==> src/rtl/fetch_redirect_ctrl_pkg.sv <==
// Shared encodings for the fetch redirect controller: next-PC source selects,
// FSM states and the default drain length.
package fetch_redirect_ctrl_pkg;

  // Next-PC source select driven to the PC register block.
  localparam logic [1:0] PCSRC_SEQ  = 2'b00;
  localparam logic [1:0] PCSRC_BR   = 2'b01;
  localparam logic [1:0] PCSRC_JAL  = 2'b10;
  localparam logic [1:0] PCSRC_JALR = 2'b11;

  localparam int unsigned FLUSH_CYCLES_DEFAULT = 2;

  // Drain window is at most 7 cycles.
  localparam int unsigned DrainCntW = 3;

  typedef enum logic [1:0] {
    StRun   = 2'd0,
    StStall = 2'd1,
    StDrain = 2'd2
  } fetch_state_e;

endpackage

==> src/rtl/fetch_stall_watchdog.sv <==
// Stall watchdog: counts consecutive hold cycles (capped at 16 bits) and raises
// a sticky timeout flag once the run reaches STALL_TIMEOUT. Only rst clears it.
module fetch_stall_watchdog #(
  parameter int unsigned STALL_TIMEOUT = 64
) (
  input  logic clk,
  input  logic rst,
  input  logic hold_i,
  output logic timeout_o
);

  localparam logic [16:0] Limit = 17'(STALL_TIMEOUT);

  logic [15:0] cnt_q, cnt_d;
  logic        flag_q, flag_d;

  // Count the current hold run; any non-hold cycle restarts it.
  always_comb begin
    cnt_d  = '0;
    if (hold_i) begin
      cnt_d = (cnt_q == 16'hFFFF) ? cnt_q : cnt_q + 16'd1;
    end
    flag_d = flag_q | (hold_i && ({1'b0, cnt_d} >= Limit));
  end

  // Counter and sticky flag registers.
  always_ff @(posedge clk or posedge rst) begin
    if (rst) begin
      cnt_q  <= '0;
      flag_q <= 1'b0;
    end else begin
      cnt_q  <= cnt_d;
      flag_q <= flag_d;
    end
  end

  assign timeout_o = flag_q;

endmodule

==> src/rtl/fetch_redirect_ctrl.sv <==
// Fetch redirect controller for the dual-issue next-PC stage. Arbitrates execute
// and decode redirects against slot stalls, drives registered next-PC controls
// and owns the flush drain window.
// Optional statistics counters are enabled with `define FETCH_REDIR_STATS_EN.
module fetch_redirect_ctrl
  import fetch_redirect_ctrl_pkg::*;
#(
  parameter int unsigned FLUSH_CYCLES  = FLUSH_CYCLES_DEFAULT,
  parameter int unsigned STALL_TIMEOUT = 64
) (
  input  logic        clk,
  input  logic        rst,
  input  logic        ex_redir_valid,
  input  logic        ex_redir_jalr,
  input  logic [11:0] ex_imm,
  input  logic [31:0] ex_target,
  input  logic        dec_jal_valid,
  input  logic [19:0] dec_imm_jal,
  input  logic        stall_a,
  input  logic        stall_b,
  output logic [1:0]  pc_src,
  output logic [11:0] imm_o,
  output logic [19:0] imm_jal_o,
  output logic [31:0] imm_jalr_o,
  output logic        hold_a,
  output logic        replay_b,
  output logic        flush_fd,
  output logic        stall_timeout,
  output logic [15:0] redir_cnt,
  output logic [15:0] stall_cnt
);

  localparam logic [DrainCntW-1:0] FlushInit = DrainCntW'(FLUSH_CYCLES);

  fetch_state_e         state_q, state_d;
  logic [DrainCntW-1:0] drain_q, drain_d;
  logic [1:0]           pc_src_q, pc_src_d;
  logic [11:0]          imm_q, imm_d;
  logic [19:0]          imm_jal_q, imm_jal_d;
  logic [31:0]          imm_jalr_q, imm_jalr_d;
  logic                 hold_q, hold_d;
  logic                 replay_q, replay_d;
  logic                 flush_q, flush_d;
  logic                 redir_acc;

  // Next-state and next-output decode. An execute redirect wins in every state
  // since it belongs to the oldest instruction in flight.
  always_comb begin
    state_d    = state_q;
    drain_d    = drain_q;
    pc_src_d   = PCSRC_SEQ;
    imm_d      = imm_q;
    imm_jal_d  = imm_jal_q;
    imm_jalr_d = imm_jalr_q;
    hold_d     = 1'b0;
    replay_d   = 1'b0;
    flush_d    = 1'b0;
    redir_acc  = 1'b0;

    if (ex_redir_valid) begin
      redir_acc = 1'b1;
      state_d   = StDrain;
      drain_d   = FlushInit;
      flush_d   = 1'b1;
      if (ex_redir_jalr) begin
        pc_src_d   = PCSRC_JALR;
        imm_jalr_d = ex_target;
      end else begin
        pc_src_d = PCSRC_BR;
        imm_d    = ex_imm;
      end
    end else begin
      case (state_q)
        StRun: begin
          if (dec_jal_valid) begin
            redir_acc = 1'b1;
            pc_src_d  = PCSRC_JAL;
            imm_jal_d = dec_imm_jal;
            flush_d   = 1'b1;
            drain_d   = FlushInit;
            state_d   = StDrain;
          end else if (stall_a) begin
            hold_d  = 1'b1;
            state_d = StStall;
          end else if (stall_b) begin
            replay_d = 1'b1;
          end
        end
        StStall: begin
          // jal is held off until slot A is released.
          if (stall_a) begin
            hold_d = 1'b1;
          end else begin
            replay_d = stall_b;
            state_d  = StRun;
          end
        end
        StDrain: begin
          // Slot stalls and jal here come from squashed instructions.
          if (drain_q <= DrainCntW'(1)) begin
            drain_d = '0;
            state_d = StRun;
          end else begin
            drain_d = drain_q - DrainCntW'(1);
            flush_d = 1'b1;
          end
        end
        default: state_d = StRun;
      endcase
    end
  end

  // State and output registers.
  always_ff @(posedge clk or posedge rst) begin
    if (rst) begin
      state_q    <= StRun;
      drain_q    <= '0;
      pc_src_q   <= PCSRC_SEQ;
      imm_q      <= '0;
      imm_jal_q  <= '0;
      imm_jalr_q <= '0;
      hold_q     <= 1'b0;
      replay_q   <= 1'b0;
      flush_q    <= 1'b0;
    end else begin
      state_q    <= state_d;
      drain_q    <= drain_d;
      pc_src_q   <= pc_src_d;
      imm_q      <= imm_d;
      imm_jal_q  <= imm_jal_d;
      imm_jalr_q <= imm_jalr_d;
      hold_q     <= hold_d;
      replay_q   <= replay_d;
      flush_q    <= flush_d;
    end
  end

  fetch_stall_watchdog #(
    .STALL_TIMEOUT(STALL_TIMEOUT)
  ) u_watchdog (
    .clk      (clk),
    .rst      (rst),
    .hold_i   (hold_q),
    .timeout_o(stall_timeout)
  );

`ifdef FETCH_REDIR_STATS_EN
  logic [15:0] redir_cnt_q, stall_cnt_q;

  // Saturating statistics counters.
  always_ff @(posedge clk or posedge rst) begin
    if (rst) begin
      redir_cnt_q <= '0;
      stall_cnt_q <= '0;
    end else begin
      if (redir_acc && (redir_cnt_q != 16'hFFFF)) redir_cnt_q <= redir_cnt_q + 16'd1;
      if (hold_q && (stall_cnt_q != 16'hFFFF))    stall_cnt_q <= stall_cnt_q + 16'd1;
    end
  end

  assign redir_cnt = redir_cnt_q;
  assign stall_cnt = stall_cnt_q;
`else
  logic unused_redir_acc;
  assign unused_redir_acc = redir_acc;
  assign redir_cnt        = '0;
  assign stall_cnt        = '0;
`endif

  assign pc_src     = pc_src_q;
  assign imm_o      = imm_q;
  assign imm_jal_o  = imm_jal_q;
  assign imm_jalr_o = imm_jalr_q;
  assign hold_a     = hold_q;
  assign replay_b   = replay_q;
  assign flush_fd   = flush_q;

endmodule

==> config.mk <==
export PLATFORM = sky130hd
export DESIGN_NAME = fetch_redirect_ctrl
export DESIGN_NICKNAME = d
export VERILOG_FILES = /design/src/rtl/fetch_redirect_ctrl_pkg.sv /design/src/rtl/fetch_stall_watchdog.sv /design/src/rtl/fetch_redirect_ctrl.sv
export SDC_FILE = /design/constraint.sdc
export NUM_CORES = 1
export LEC_CHECK = 0
export CAP_MARGIN = 20
export CELL_PAD_IN_SITES_DETAIL_PLACEMENT = 2
export CELL_PAD_IN_SITES_GLOBAL_PLACEMENT = 2
export CORE_MARGIN = 2
export CORE_UTILIZATION = 26
export DETAILED_ROUTE_END_ITERATION = 10
export MAX_ROUTING_LAYER = met4
export PLACE_DENSITY = 0.89
export SKIP_CTS_REPAIR_TIMING = 1
export SLEW_MARGIN = 20
export SYNTH_ARGS = -nofsm -noshare
export SYNTH_HDL_FRONTEND = slang
export SYNTH_SLANG_ARGS = --single-unit
==> constraint.sdc <==
create_clock -name clk -period 4.1 [get_ports clk]
set_input_delay 0.82 -clock clk [delete_from_list [all_inputs] [get_ports clk]]
set_output_delay 0.82 -clock clk [all_outputs]
set_load 0.02 [all_outputs]
## After elaboration in Yosys (flattened, before gate mapping)

Cells that the tools add are included.

- Bits in registers: 91
- Output and inout bits: 102
- Latch bits: 0
- Memory bits (read-only): 0
- RAM bits: 0
- Memories: 0

- Add/subtract/negate cells: 2
- Reductions and logical operators: 8
- Bitwise gates (word level): 3
- Divide/modulo/power cells: 0
- Eq/ne operators: 7
- $lt $le $gt $ge: 2
- Shifts and indexed selects: 0
- Multipliers: 0
- Mux-type cells: 30

Operators by type and width:

| cell | number |
|---|---|
| $mux 16 | 2 |
| $mux 2 | 9 |
| $add 16x1->16 const B | 1 |
| $eq 16x16->1 const B | 1 |
| $ge 16x7->1 const B | 1 |
| $mux 1 | 11 |
| $mux 3 | 3 |
| $ne 3x3->1 const B | 3 |
| $pmux 1 s2 | 3 |
| $pmux 2 s3 | 1 |
| $pmux 3 s2 | 1 |
| $reduce_and 2->1 | 3 |
| $reduce_and 3->1 | 2 |
| $ne 4x4->1 const B | 1 |
| $le 3x1->1 const B | 1 |
| $reduce_bool 3->1 | 1 |
| $sub 3x1->3 const B | 1 |
| $eq 2x1->1 const B | 1 |
| $eq 2x2->1 const B | 1 |
| $logic_not 2->1 | 1 |
| $not 1->1 | 2 |
| $logic_and 1x1->1 | 1 |
| $or 1x1->1 | 1 |

## Longest topological paths before layout

Gate-level depths: netlist of run 1.

- Word-level depth: 6
- Mapped depth: 8
- Mapped depth without buffers: 7

## Hierarchy

A second synthesis of run 1 with hierarchy kept.

- Cells, all modules: 315
- Area total of the unflattened synthesis: 4052.6 sq um

By module, submodules not included:

| module | seq. area each (sq um) | area each (sq um) | times used | cells each |
|---|---|---|---|---|
| fetch_redirect_ctrl | 1851.8 | 3055.4 | 1 | 208 |
| fetch_stall_watchdog | 425.4 | 997.2 | 1 | 107 |

## Least setup slack after synthesis of run 1

No wires, ideal clock.

- Path kind: input to register
- From: input ex_redir_valid
- To: register imm_jal_q[0], in the netlist imm_jal_o[0]
- Path slack: 2167 ps
- Stages: 4
- Data arrival time: 1808 ps
- Path through: clkbuf_1 nor3_1 buf_2 mux2_2

- Word-level cells in the longest chain between the ends: 2

Ends and longest elaborated chain:

| what | line | source |
|---|---|---|
| start: declaration | fetch_redirect_ctrl.sv:13 | `input logic ex_redir_valid,` |
| $not 1->1 (no line) | -- |  |
| $reduce_and 3->1 (no line) | -- |  |
| end signal: assignment | fetch_redirect_ctrl.sv:130 | `imm_jal_q <= imm_jal_d;` |
| end: declaration | fetch_redirect_ctrl.sv:39 | `logic [19:0] imm_jal_q, imm_jal_d;` |

Every way passes these cells.
A chain may end at the register's enable or synchronous reset.

## Worst setup path in the final report of run 1

- From: register hold_q, in the netlist hold_a
- To: output hold_a

RTL lines:

| what | line | source |
|---|---|---|
| start: declaration | fetch_redirect_ctrl.sv:41 | `logic hold_q, hold_d;` |
| start signal: assignment | fetch_redirect_ctrl.sv:132 | `hold_q <= hold_d;` |
| end: declaration | fetch_redirect_ctrl.sv:25 | `output logic hold_a,` |

No word-level cell between the ends.

==> results of run 1 <==
stage by stage:
step           std cells  util, %  power [mW]
3_5_place_dp         630     36.5        2.20
3_3_place_gp         630     36.5        2.15
2_1_floorplan        337        -        1.70
4_1_cts              646     38.4        3.02
6_report             646     38.4        2.97
5_1_grt              646     38.4        3.13
layer usage:
metal | vias to the layer above | part of all wire, % | global-route usage (%)
met5 | - | 0 | -
met3 | 15 | 7.8 | 5.88
met4 | 0 | 1.3 | 3.94
met2 | 98 | 55 | 26.5
li1 | 1296 | - | -
met1 | 1488 | 35 | 14.7
state kept, by name, summed over array words and instances (netlist names):
register / count
imm_jalr_o: 32
u_watchdog.timeout_o: 1
drain_q: 3
state_q: 2
replay_b: 1
hold_a: 1
u_watchdog.cnt_q: 16
flush_fd: 1
imm_o: 12
pc_src: 2
imm_jal_o: 20
area by class of cell:
class,count,area [um^2]
flip-flops and latches,91,2280
repair buffers,145,1440
clock buffers,13,260
clock inverters,3,21.3
multi-input cells,199,1550
fillers,1566,9340
inverters,7,28.8
well taps,188,235
power by group:
part	internal, mW	switching (mW)	total, mW
clock	0.446	0.349	0.795
combinational	0.508	0.470	0.978
sequential	1.08	0.113	1.20
total	2.04	0.933	2.97
cell families after synthesis:
logic type	Yosys count	synth area share, %
and+or+nand+nor	65	10.5
DFF	91	56.8
xor gates and xnor gates	7	1.53
AOI/OAI and AO/OA	26	4.02
adders and majority gates	3	0.936
buffers and inverters	47	7.67
other	1	0.0935
muxes	66	18.5
placed cells by master, fill, tap and decap left out, types with 2 or more instances in the layout:
master / synthesis / final
clkdlybuf4s50_1: 0 / 140
dfrtp_1: 91 / 91
mux2_2: 64 / 64
conb_1: 1 / 32
nor2_1: 12 / 12
a21oi_1: 9 / 9
clkbuf_16: 0 / 9
nand2_1: 7 / 7
o21ai_0: 7 / 7
xnor2_1: 7 / 7
nand3_1: 7 / 7
and3_1: 6 / 6
nand2b_1: 5 / 5
inv_1: 6 / 5
nor4_2: 5 / 5
buf_4: 33 / 5
nand4_1: 4 / 4
o211ai_1: 3 / 3
and4_1: 3 / 3
a31oi_1: 3 / 3
ha_1: 3 / 3
nor3_2: 1 / 2
or2_2: 2 / 2
mux2i_1: 2 / 2
and2_1: 2 / 2
clkbuf_8: 0 / 2
clkbuf_1: 1 / 2
synth_stat cells (all sizes together) (6+ instances only):
cell type	count
a21oi	9
nand3	8
and3	6
dfrtp	91
nand2	8
nor2	13
buf	39
o21ai	7
mux2	64
xnor2	7
inv	6
nor4	6
final timing paths:
kind,start,to,slack [ns],cells past startpoint
max in group asynchronous,rst,imm_jal_o[7],2.35,3
worst max-delay path,hold_a,hold_a,1.72,1
worst max register to register,u_watchdog.cnt_q[0],u_watchdog.timeout_o,2.03,7
worst min-delay path,imm_jalr_o[12],imm_jalr_o[12],0.50,1
min in group asynchronous,rst,imm_jalr_o[16],1.00,2
worst min register to register,imm_jalr_o[12],imm_jalr_o[12],0.50,1
==> flow_metrics.env, run 1 <==
export IMPL_worstSkewPairLatency_ns=0.34
export IMPL_ys_seq_area_share_pct=56.8
export IMPL_cts_tree="done"
export IMPL_insertedDiodeCount=0
export IMPL_power_density_nw_per_um2=511
export IMPL_period_minus_slack_ns=2.38
export IMPL_area_growth_pct=44.8
export IMPL_grt_start_max_net_pins=64
export IMPL_ys_types=40
export IMPL_portBuffers=140
export IMPL_start_util_pct=26.5
export IMPL_die_w_um=128
export IMPL_worst_path_buf_inv=1
export IMPL_yosys_top_cells_area="dfrtp_1 (57%), mux2_2 (18%), buf_4 (6.2%)"
export IMPL_finalSetupViolations=0
export IMPL_hp_class="flip-flop to flip-flop"
export IMPL_finalHoldViolCount=0
export IMPL_synth_edf_count=0
export IMPL_drc_errors=0
export IMPL_crit_required_ns=3.28
export IMPL_rows=45
export IMPL_setup_ws_ns=1.72
export IMPL_root_buffer="clkbuf_16"
export IMPL_timing_clock_skew_ns=0.00351
export IMPL_finalWeightedCongestion=0.785
export IMPL_via_per_inst=4.48
export IMPL_syn_cell_area_um2=4010
export IMPL_final_area_um2=5810
export IMPL_coreArea_um2=15100
export IMPL_max_freq_mhz=419
export IMPL_irDropWorstVdd_v=0.000315
export IMPL_critPathMaxFanout=9
export IMPL_synthDominantCellAreaShare_pct=56.8
export IMPL_rsz0062_at_grt="no"
export IMPL_placed_area_um2=5530
export IMPL_drtAntennaViolNets=0
export IMPL_synth_seq_cells=91
export IMPL_arrival_ns=1.56
export IMPL_post_route_period_util_pct=58.2
export IMPL_synthArstFlopShare_pct=100
export IMPL_maxCapViolCount=0
export IMPL_drt_initial_drc_count=102
export IMPL_nNetsFinal=527
export IMPL_yosys_area_top_type="dfrtp_1"
export IMPL_critPathKind="flip-flop to primary output"
export IMPL_cts_sinks=91
export IMPL_dpl_hpwl_um=8520
export IMPL_yosysWarnings=0
export IMPL_drt_wl_total_um=11300
export IMPL_drive_gt1_share_pct=21.8
export IMPL_tightest_slew_ns=0.810
export IMPL_syn_inst=306
export IMPL_cts_htree_levels=3
export IMPL_total_leakage_power_nw=2.45
export IMPL_slowest_stage="clkdlybuf4s50_1"
export IMPL_crit_chain="clkdlybuf4s50_1"
export IMPL_holdWs_ns=0.504
export IMPL_slew_viol_final=0
export IMPL_die_height_um=128
export IMPL_antenna_found_initial=0
export IMPL_dr_pass1_iters=4
export IMPL_cp_start_kind="flip-flop"
export IMPL_slew_headroom_pct=46.0
export IMPL_track_usage_pct=14.7
export IMPL_routedWlPerCell_um=17.4
export IMPL_clockBufferDepth=2
export IMPL_slowest_delay_ns=0.68
export IMPL_cts_buffers=9
export IMPL_crit_family="buffers and inverters"
export IMPL_die_area_um2=16400
export IMPL_boundaryPins=173
export IMPL_via_count=2897
export IMPL_fin_setup_tns_ns=0
export IMPL_grt_pass1_vias=3456
export IMPL_status="finished clean"
export IMPL_ys_flop_type="dfrtp_1"
export IMPL_end_kind="primary output"
export IMPL_path_clk_slew_ns=0.06
export IMPL_syn_area_per_cell_um2=13.1
export IMPL_gr_total_overflow=0
export IMPL_pre_cts_ws_ns=1.49
export IMPL_grt_first_pass_wirelength_um=18100
Power figures use the tool's default switching activity.
==> run 2: changes to the inputs <==
--- a/config.mk
+++ b/config.mk
@@ -9,10 +9,10 @@
 export CELL_PAD_IN_SITES_DETAIL_PLACEMENT = 2
 export CELL_PAD_IN_SITES_GLOBAL_PLACEMENT = 2
 export CORE_MARGIN = 2
-export CORE_UTILIZATION = 26
+export CORE_UTILIZATION = 24
 export DETAILED_ROUTE_END_ITERATION = 10
 export MAX_ROUTING_LAYER = met4
-export PLACE_DENSITY = 0.89
+export PLACE_DENSITY = 0.87
 export SKIP_CTS_REPAIR_TIMING = 1
 export SLEW_MARGIN = 20
 export SYNTH_ARGS = -nofsm -noshare
==> constraint.sdc (replaced) <==
create_clock -name clk -period 2 [get_ports clk]
set_input_delay 0.4 -clock clk [delete_from_list [all_inputs] [get_ports clk]]
set_output_delay 0.4 -clock clk [all_outputs]
set_load 0.02 [all_outputs]
==> run 2 against run 1 <==
Against the previous run: global-route usage shrank 0.24 points; core utilization shrank 1.9 points; sequential share of layout area shrank 1.3 points.
==> flow_metrics.env, run 2 (synthesis gave the netlist of run 1 again) <==
export IMPL_status="finished clean"
export IMPL_routedWlPerCell_um=17.9
export IMPL_die_area_um2=17800
export IMPL_final_cell_mix="clkdlybuf4s50_1 (140), dfrtp_1 (90), mux2_2 (64)"
export IMPL_worstSkewPairLatency_ns=0.34
export IMPL_max_freq_mhz=523
export IMPL_cts_tree="done"
export IMPL_largest_register_ffs=32
export IMPL_cts_sinks=91
export IMPL_fin_setup_tns_ns=0
export IMPL_finalHoldViolCount=0
export IMPL_insertedDiodeCount=0
export IMPL_clockBufferDepth=2
export IMPL_cp_common_cell="nor4_2"
export IMPL_critPathMaxFanout=5
export IMPL_rsz0062_at_grt="no"
export IMPL_via_count=2933
export IMPL_holdWs_ns=0.468
export IMPL_slowest_delay_ns=0.48
export IMPL_gr_total_overflow=0
export IMPL_period_minus_slack_ns=1.91
export IMPL_drt_wl_total_um=12300
export IMPL_critPathKind="flip-flop to flip-flop"
export IMPL_start_util_pct=24.4
export IMPL_r2r_end="u_watchdog.timeout_o"
export IMPL_slowest_stage="dfrtp_1"
export IMPL_finalWeightedCongestion=0.812
export IMPL_root_buffer="clkbuf_16"
export IMPL_rows=47
export IMPL_maxCapViolCount=0
export IMPL_grt_first_pass_wirelength_um=19100
export IMPL_via_per_inst=4.27
export IMPL_dr_pass1_iters=4
export IMPL_crit_chain="nand4_4 -> nor4_2 -> xnor2_1 -> nand4_1 -> nor4_2 -> a41oi_2"
export IMPL_grt_pass1_vias=3372
export IMPL_crit_required_ns=2.20
export IMPL_end_kind="flip-flop"
export IMPL_timing_clock_skew_ns=0.00372
export IMPL_hp_class="input port to async pin"
export IMPL_cp_start_kind="flip-flop"
export IMPL_drtAntennaViolNets=0
export IMPL_tightest_slew_ns=0.564
export IMPL_drt_initial_drc_count=93
export IMPL_placed_area_um2=5710
export IMPL_rrSetupSlack_ns=0.09
export IMPL_path_clk_slew_ns=0.06
export IMPL_die_w_um=133
export IMPL_die_height_um=133
export IMPL_drive_gt1_share_pct=24.2
export IMPL_power_density_nw_per_um2=1030
export IMPL_slew_viol_final=0
export IMPL_arrival_ns=2.11
export IMPL_portBuffers=140
export IMPL_drc_errors=0
export IMPL_grt_start_max_net_pins=28
export IMPL_r2r_start="u_watchdog.cnt_q[5]"
export IMPL_area_growth_pct=49.8
export IMPL_slew_headroom_pct=62.3
export IMPL_track_usage_pct=14.5
export IMPL_cts_buffers=9
export IMPL_fill_cells=1730
export IMPL_cts_htree_levels=3
export IMPL_final_common_cell="clkdlybuf4s50_1"
export IMPL_antenna_found_initial=0
export IMPL_coreArea_um2=16500
export IMPL_crit_family="simple AND/OR/NAND/NOR gates"
export IMPL_finalSetupViolations=0
export IMPL_nNetsFinal=537
export IMPL_total_power_mw=6.21
export IMPL_post_route_period_util_pct=95.6
export IMPL_irDropWorstVdd_v=0.000597
export IMPL_worst_path_buf_inv=0
export IMPL_total_leakage_power_nw=2.52
export IMPL_boundaryPins=173
export IMPL_final_area_um2=6010
export IMPL_r2r_cells=6
export IMPL_dpl_hpwl_um=9470
-- run 2: cell types whose count changed in the layout (fill, tap and decap cells not counted), sizes merged --
cell,delta
clkinv,+2
inv,-1
buf,+10
clkbuf,-4
bufinv,+1
clkinvlp,+1
-- run 2: how the worst max path moves through the flow --
stage	from	end	slack, ns	cells past startpoint
floorplan	u_watchdog.cnt_q[0]	u_watchdog.timeout_o	0.19	8
global placement	ex_redir_valid	imm_jal_o[10]	0.14	4
detailed placement	ex_redir_valid	imm_jal_o[9]	0.06	4
CTS	u_watchdog.cnt_q[1]	u_watchdog.timeout_o	0.02	7
global route	u_watchdog.cnt_q[5]	u_watchdog.timeout_o	0.002	6
finish	u_watchdog.cnt_q[5]	u_watchdog.timeout_o	0.09	6
-- run 2: per-layer routing --
metal | wire, um | track usage (%)
met1 | 4690 | 15.4
met4 | 149 | 3.84
met2 | 6630 | 25.8
met5 | 0 | -
met3 | 813 | 4.76
-- run 2: power breakdown --
part | total, mW | switching [mW] | leakage [nW] | internal, mW
clock network | 1.71 | 0.741 | 0.142 | 0.964
logic | 2.04 | 0.975 | 1.26 | 1.07
registers | 2.46 | 0.236 | 1.12 | 2.22
-- run 2: cell type report --
type | instances | area, um^2 | share of cell area [%]
sequential | 91 | 2280 | 37.9
timing repair buffer | 155 | 1580 | 26.2
multi-input combinational | 199 | 1560 | 26.0
tap | 220 | 275 | 4.58
clock buffer | 9 | 225 | 3.75
clock inverter | 6 | 65.1 | 1.08
inverter | 7 | 30.0 | 0.499
-- run 2: through the flow --
step           util, %  cells  setup slack (ns)
2_1_floorplan        -    337             0.185
3_3_place_gp      34.7    672             0.137
3_5_place_dp      34.7    672            0.0611
4_1_cts           36.4    687            0.0187
5_1_grt           36.5    687           0.00154
6_report          36.5    687            0.0881
